[config.mk]
export PLATFORM = sky130hd
export DESIGN_NAME = serial_add_ctrl
export DESIGN_NICKNAME = d
export VERILOG_FILES = /design/src/rtl/serial_add_ctrl.sv
export SDC_FILE = /design/constraint.sdc
export NUM_CORES = 1
export LEC_CHECK = 0
export ABC_AREA = 1
export BUFFER_PORTS_ARGS = -buffer_cell sky130_fd_sc_hd__buf_2
export CORE_MARGIN = 1.5
export CORE_UTILIZATION = 59
export DETAILED_ROUTE_END_ITERATION = 12
export PLACE_DENSITY_LB_ADDON = 0.12
export RECOVER_POWER = 50
export SLEW_MARGIN = 10
export SYNTH_ARGS = -nofsm -noshare
export SYNTH_HDL_FRONTEND = slang
export SYNTH_SLANG_ARGS = --single-unit
[constraint.sdc]
create_clock -name clk -period 3 [get_ports clk]
set_input_delay 0.3 -clock clk [delete_from_list [all_inputs] [get_ports clk]]
set_output_delay 0.3 -clock clk [all_outputs]
set_load 0.005 [all_outputs]
[src/rtl/serial_add_ctrl.sv]
// rtl/serial_add_ctrl.sv - bit-serial add/subtract sequencer around a single 1-bit full adder
module serial_add_ctrl #(
    parameter int WIDTH = 8
) (
    input  logic             clk,
    input  logic             rst_n,
    input  logic             start,
    input  logic             sub,
    input  logic [WIDTH-1:0] op_a,
    input  logic [WIDTH-1:0] op_b,
    input  logic             clr,
    output logic             busy,
    output logic             done,
    output logic [WIDTH-1:0] result,
    output logic             carry_out,
    output logic             overflow
);

    localparam int CW = (WIDTH > 1) ? $clog2(WIDTH) : 1;
    localparam logic [CW-1:0] LAST = CW'(WIDTH - 1);

    localparam logic [1:0] S_IDLE = 2'd0;
    localparam logic [1:0] S_RUN  = 2'd1;
    localparam logic [1:0] S_DONE = 2'd2;

    logic [1:0]       state;
    logic [WIDTH-1:0] a_sh;
    logic [WIDTH-1:0] b_sh;
    logic [WIDTH-1:0] r_sh;
    logic [CW-1:0]    cnt;
    logic             c_reg;

    logic             fa_sum;
    logic             fa_cout;
    logic [WIDTH-1:0] a_next;
    logic [WIDTH-1:0] b_next;
    logic [WIDTH-1:0] r_next;

    // The shared full-adder cell: one operand bit pair plus the registered carry.
    always_comb begin
        fa_sum  = a_sh[0] ^ b_sh[0] ^ c_reg;
        fa_cout = (a_sh[0] & b_sh[0]) | (c_reg & (a_sh[0] ^ b_sh[0]));
        a_next  = a_sh >> 1;
        b_next  = b_sh >> 1;
        r_next  = r_sh >> 1;
        r_next[WIDTH-1] = fa_sum;
    end

    assign busy = (state == S_RUN);
    assign done = (state == S_DONE);

    always_ff @(posedge clk or negedge rst_n) begin
        if (!rst_n) begin
            state     <= S_IDLE;
            a_sh      <= '0;
            b_sh      <= '0;
            r_sh      <= '0;
            cnt       <= '0;
            c_reg     <= 1'b0;
            result    <= '0;
            carry_out <= 1'b0;
            overflow  <= 1'b0;
        end else if (clr) begin
            state <= S_IDLE;
        end else begin
            case (state)
                S_IDLE: begin
                    if (start) begin
                        a_sh  <= op_a;
                        b_sh  <= sub ? ~op_b : op_b;
                        c_reg <= sub;
                        cnt   <= '0;
                        state <= S_RUN;
                    end
                end
                S_RUN: begin
                    a_sh  <= a_next;
                    b_sh  <= b_next;
                    r_sh  <= r_next;
                    c_reg <= fa_cout;
                    if (cnt == LAST) begin
                        // c_reg still holds the carry into the top bit here.
                        result    <= r_next;
                        carry_out <= fa_cout;
                        overflow  <= c_reg ^ fa_cout;
                        cnt       <= '0;
                        state     <= S_DONE;
                    end else begin
                        cnt <= cnt + CW'(1);
                    end
                end
                S_DONE: state <= S_IDLE;
                default: state <= S_IDLE;
            endcase
        end
    end

endmodule
==> out/results.ini, run 1 <==
[clocking]
cts_resized=0
clk_latency_ns=0.34
cts_sinks=39
cts_hold_buf=0
root_buffer=clkbuf_4
tritoncts=yes
cts_buffer_depth=2
cts_buffers=5
cts_max_level=2
clkTransAtPathRegs_ns=0.10
post-cts-setup-buffers=0

[detailed_routing]
route.detailed.drc=0
routed_wl_mm=3.24
drtPass1Iterations=4
viasPerCell=4.73
first_iter_violations=65
wl_per_cell_um=10.1
num_vias=1524
antenna_left=0

[global_routing]
grt.overflow.total=0
grt_max_degree=40
grt_usage_pct=22.6
grt_pass1_vias=1386
antenna_found_initial=0
grt_first_pass_wirelength_mm=5.90

[yosys]
synth_edf_count=0
synth_ff_type=dfrtp_1
synth_nets=270
synth_area_leader_cell=dfrtp_1
synth_seq_area_share_pct=52.5
synth_area_leaders=dfrtp_1 52%, nand2_1 27%, nor2_1 3.6%
synth_top_area_share_pct=52.5
yosysWarnings=0
syn_area_sq_um=1860
async_reset_ff_share_pct=100
synth_common_cells=134 x nand2_1, 39 x dfrtp_1, 18 x nor2_1
avgSynthCellArea_sq_um=7.56
synthCells=246
yosysMostFrequentCell=nand2_1
synth-seq-cells=39
synth_cell_types=20

[floorplanning]
fp.dieW_um=59.2
io_pins=33
rows=20
start_util_pct=61.4
die_h_um=59.2
dieArea_sq_um=3500
core_sq_um=3030

[place]
dp.final_hpwl_mm=2.25
port_buffers=32
gp_congestion=0.748

[cells_and_area]
nFillCells=290
fin_nets=301
drive_gt1_share_pct=15.8
reg.largest.list=a_sh (8), b_sh (8), result (8)
syn2layout_area_growth_pct=12.1
antenna_cells=0
fin_util_pct=68.9

[hold_path]
hp-class=in -> reg
whs_path_depth=3

[worst_setup_path]
worstSetupStartpoint=state[0]
start_kind=flop
r2r_cells=6
worstSetupEndpointType=flop
cp-endpoint=a_sh[4]
r2r-start=state[0]
required_ns=3.24
reg2reg_slack_ns=1.28
r2r_end=a_sh[4]
worstSetupPathType=reg -> reg
worstPathMaxFanout=33
critical_path_arrival_ns=1.96

[sta]
clock.fmax_ghz=0.581
slew_headroom_pct=-32.3
setup_violations=0
finClkSkew_ns=0.00353
rsz0062_at_grt=false
slew_viol_final=40
fin_setup_tns_ns=0
finalCritPeriodShare_pct=57.4
max_slew.worst_pin.slew_ns=1.98
period_minus_slack_ns=1.72
hold_viol_final=0

[pwr]
pwr-share-comb_pct=16.6
cellLeakagePower_nw=1.23
switching_share_pct=28.6
power.net_switching_mw=0.329
p_clk_share_pct=26.1
p_per_area_nw_per_um2=550
peakVddDrop_mv=0.314
p_int_mw=0.818
power_frac_seq_pct=57.2

[run]
drv_cap=1

[run_status]
failed_checks=max-capacitance violations, max-slew violations
status=complete, but fails checks

## stage by stage
step / power [mW] / instance area (sq um) / setup slack (ns) / cells / hold slack [ns]
finish: 1.15 / 2090 / 1.28 / 322 / 0.208
global route: 1.23 / 2090 / 0.973 / 322 / 0.205
CTS: 1.16 / 2090 / 1.25 / 322 / 0.0690
detailed placement: 0.858 / 2020 / 1.27 / 314 / 0.453
global placement: 0.850 / 2020 / 1.31 / 314 / 0.449
floorplan: 0.799 / 1860 / 1.75 / 246 / 0.00441
## power groups by stage
stage	logic [mW]	registers, mW	clock network (mW)
after floorplan	0.144	0.655	0
after global placement	0.187	0.664	0
after detailed placement	0.192	0.666	0
after CTS	0.196	0.656	0.309
after global routing	0.228	0.668	0.333
final	0.191	0.656	0.300
## layout by cell type (no fill, tap or decap)
master and instances:
a21oi_1 1, nand2_1 135, nor2_2 1, clkbuf_4 5, nand3_1 8, fa_1 1
o21ai_0 6, nor2_4 1, dfrtp_1 39, nand2_2 3, clkinv_1 1, clkbuf_8 2
inv_2 1, xor2_1 1, buf_2 31, inv_1 15, nor2_1 19, clkbuf_1 2
o21ai_1 4, ha_1 2
## worst min-delay path by stage
| stage | from | end | slack, ns |
|---|---|---|---|
| floorplan | rst_n | a_sh[0] | 0.004 |
| detailed placement | rst_n | r_sh[2] | 0.45 |
| CTS | rst_n | r_sh[4] | 0.07 |
| global route | op_a[7] | a_sh[7] | 0.20 |
| finish | op_a[7] | a_sh[7] | 0.21 |
| global placement | rst_n | result[3] | 0.45 |
## cells by family after synthesis
family | Yosys count | synth area share, %
flip-flops | 39 | 52.5
XOR/XNOR | 1 | 0.471
AND/OR/NAND/NOR | 167 | 35.4
buffers and inverters | 25 | 6.25
AO/OA/AOI/OAI | 11 | 2.96
adder cells (fa/ha/maj) | 3 | 2.42
## per-layer routing
layer	up-vias	track usage [%]	share of wire [%]
li1	805	-	-
met1	678	28.8	49
met2	35	37.3	46
met3	6	5.90	3.6
met4	0	7.79	1.6
met5	-	0	0
## critical path: stages, from the launching register on
cell and delay (ns):
dfrtp_1 0.45, inv_2 0.10, nand2_1 0.06, nand2_2 0.41
clkinv_1 0.39, nand2_1 0.15, nand2_1 0.06
## layout make-up
cell class | count | area, sq um | share of cell area, %
flip-flops and latches | 39 | 976 | 46.8
multi-input cells | 182 | 763 | 36.6
repair buffers | 32 | 159 | 7.62
clock buffers | 8 | 68.8 | 3.30
inverters | 17 | 63.8 | 3.06
well taps | 44 | 55.1 | 2.64
Note: power is estimated with default switching activity, not from simulation.
==> run 2, diff against run 1 <==
CORE_UTILIZATION = 49   (was 59)
clock period = 1.4 ns   (was 3 ns; I/O delays follow)
==> run 2 against run 1 <==
Against the previous run: the run now ends clean; largest power group unchanged; final cell count is 4.0% higher; largest cell class unchanged; flip-flop and latch count is the same; clock skew grew 0.0034 ns; sequential power increased by 110%; wire length is 8.9% higher; first-iteration DRC count shrank 11%.
==> out/results.ini, run 2 (synthesized netlist as in run 1, its figures left out) <==
[pwr]
power.net_switching_mw=0.740  ; was 0.329 mW
p_clk_share_pct=28.1  ; was 26.1%
power_mw=2.57  ; was 1.15 mW
p_int_mw=1.83  ; was 0.818 mW
p_per_area_nw_per_um2=1170  ; was 550 nW/um^2
power_frac_seq_pct=54.7  ; was 57.2%
peakVddDrop_mv=0.603  ; was 0.314 mV
pwr-share-comb_pct=17.1  ; was 16.6%
cellLeakagePower_nw=1.28  ; was 1.23 nW
switching_share_pct=28.8  ; was 28.6%

[cells_and_area]
fin_nets=310  ; was 301
final_cell_mix=134 x nand2_1, 39 x dfrtp_1, 32 x buf_2  ; was 135 x nand2_1, 39 x dfrtp_1, 31 x buf_2
nFillCells=344  ; was 290
reg.largest.list=a_sh (8), b_sh (8), result (8)  ; unchanged
multi_input_area_sq_um=785  ; was 763 sq um
syn2layout_area_growth_pct=17.7  ; was 12.1%
final_common_cell=nand2_1  ; unchanged
regArea_sq_um=976  ; unchanged
drive_gt1_share_pct=19.2  ; was 15.8%
fin_util_pct=59.8  ; was 68.9%
antenna_cells=0  ; unchanged

[floorplanning]
dieArea_sq_um=4180  ; was 3500 sq um
core_sq_um=3660  ; was 3030 sq um
start_util_pct=50.8  ; was 61.4%
io_pins=33  ; unchanged
rows=22  ; was 20
fp.dieW_um=64.6  ; was 59.2 um
die_h_um=64.6  ; was 59.2 um

[detailed_routing]
num_vias=1544  ; was 1524
drtPass1Iterations=4  ; unchanged
viasPerCell=4.61  ; was 4.73
antenna_left=0  ; unchanged
wl_per_cell_um=10.5  ; was 10.1 um
routed_wl_mm=3.53  ; was 3.24 mm
route.detailed.drc=0  ; unchanged
first_iter_violations=58  ; was 65

[sta]
hold_viol_final=0  ; unchanged
slew_headroom_pct=65.7  ; was -32.3%
rsz0062_at_grt=false  ; unchanged
timing.hold.ws_ns=0.121  ; was 0.208 ns
setup_violations=0  ; unchanged
period_minus_slack_ns=1.31  ; was 1.72 ns
finClkSkew_ns=0.00696  ; was 0.00353 ns
max_slew.worst_pin.slew_ns=0.514  ; was 1.98 ns
fin_ws_ns=0.0931  ; was 1.28 ns
slew_viol_final=0  ; was 40
fin_setup_tns_ns=0  ; unchanged
finalCritPeriodShare_pct=93.3  ; was 57.4%
clock.fmax_ghz=0.765  ; was 0.581 GHz

[clocking]
clk_latency_ns=0.29  ; was 0.34 ns
cts_buffer_depth=2  ; unchanged
clkTransAtPathRegs_ns=0.07  ; was 0.10 ns
tritoncts=yes  ; unchanged
cts_sinks=39  ; unchanged
cts_buffers=5  ; unchanged
root_buffer=clkbuf_8  ; was clkbuf_4
cts_max_level=2  ; unchanged

[worst_setup_path]
cp_cell_sequence=ha_1, ha_1, inv_1, nor2_2, buf_4  ; was inv_2, nand2_1, nand2_2, clkinv_1, nand2_1, nand2_1
worstSetupPathType=reg -> reg  ; unchanged
crit_top_cell=ha_1  ; was nand2_1
critPathMaxStageDelay_ns=0.40  ; was 0.45 ns
r2r_cells=5  ; was 6
worstSetupEndpointType=flop  ; unchanged
required_ns=1.58  ; was 3.24 ns
critical_path_arrival_ns=1.49  ; was 1.96 ns
start_kind=flop  ; unchanged
worstPathMaxFanout=5  ; was 33
slowest_stage=dfrtp_1  ; unchanged

[run_status]
status=completed  ; was complete, but fails checks

[hold_path]
whs_path_depth=3  ; unchanged
hp-class=in -> reg  ; unchanged

[run]
drv_cap=0  ; was 1

[place]
port_buffers=32  ; unchanged
gp_congestion=0.785  ; was 0.748
dp.final_hpwl_mm=2.40  ; was 2.25 mm
dp_slack_ns=-0.0226  ; was 1.27 ns

[global_routing]
grt_usage_pct=19.0  ; was 22.6%
grt_pass1_vias=1411  ; was 1386
grt.overflow.total=0  ; unchanged
grt_first_pass_wirelength_mm=6.02  ; was 5.90 mm
antenna_found_initial=0  ; unchanged
grt_max_degree=25  ; was 40

[run 2: cell types whose count changed in the layout (fill, tap and decap cells not counted), sizes merged]
| cell | change |
|---|---|
| dlygate4sd3 | +1 |
| nor2 | +1 |
| clkbuf | -1 |
| buf | +7 |
| clkinv | +1 |
[run 2: path summary, 6_finish.rpt]
kind,slack (ns),end,from
hold reg to reg,0.47,result[7],result[7]
max in group asynchronous,0.21,b_sh[1],rst_n
setup / recovery,0.09,state[1],cnt[0]
setup reg to reg,0.09,state[1],cnt[0]
min in group asynchronous,0.32,state[0],rst_n
hold / removal,0.12,a_sh[7],op_a[7]
[run 2: power groups by stage]
stage	clock network, mW	registers, mW	logic, mW
6_report	0.723	1.41	0.441
3_3_place_gp	0	1.42	0.434
2_1_floorplan	0	1.40	0.309
5_1_grt	0.785	1.43	0.518
4_1_cts	0.738	1.40	0.449
3_5_place_dp	0	1.42	0.442
[run 2: per-stage QoR]
step	instance area [sq um]	instances
floorplan	1860	246
global placement	2080	323
detailed placement	2080	323
CTS	2180	333
global route	2190	335
finish	2190	335
[run 2: critical path: cells and delay by family, from the launching register on]
family	cells	cell delay (ns)
fa+ha+maj	2	0.43
buf+inv	2	0.29
flops	1	0.40
simple gates	1	0.09
[run 2: final cells by class]
type,count,share of cell area (%)
clock inverter,1,0.229
tap,48,2.74
inverter,17,2.91
sequential,39,44.6
timing repair buffer,40,10.2
multi-input combinational,183,35.8
clock buffer,7,3.49
[run 2: layer usage]
metal	track usage, %	vias to the layer above	wire (um)
met5	0	-	0
met4	7.71	0	57
met3	5.21	7	164
met2	31.8	43	1590
met1	23.4	675	1720
li1	-	819	-
[run 2: repair_timing]
action                                  in CTS  in global routing
pin swaps                                    1                  1
endpoints found under the hold margin       17                  0
setup buffers                                1                  1
endpoints found under the setup margin      11                 10
cloned                                       0                  1
gates resized for setup                      1                  2
hold buffers                                 1                  0
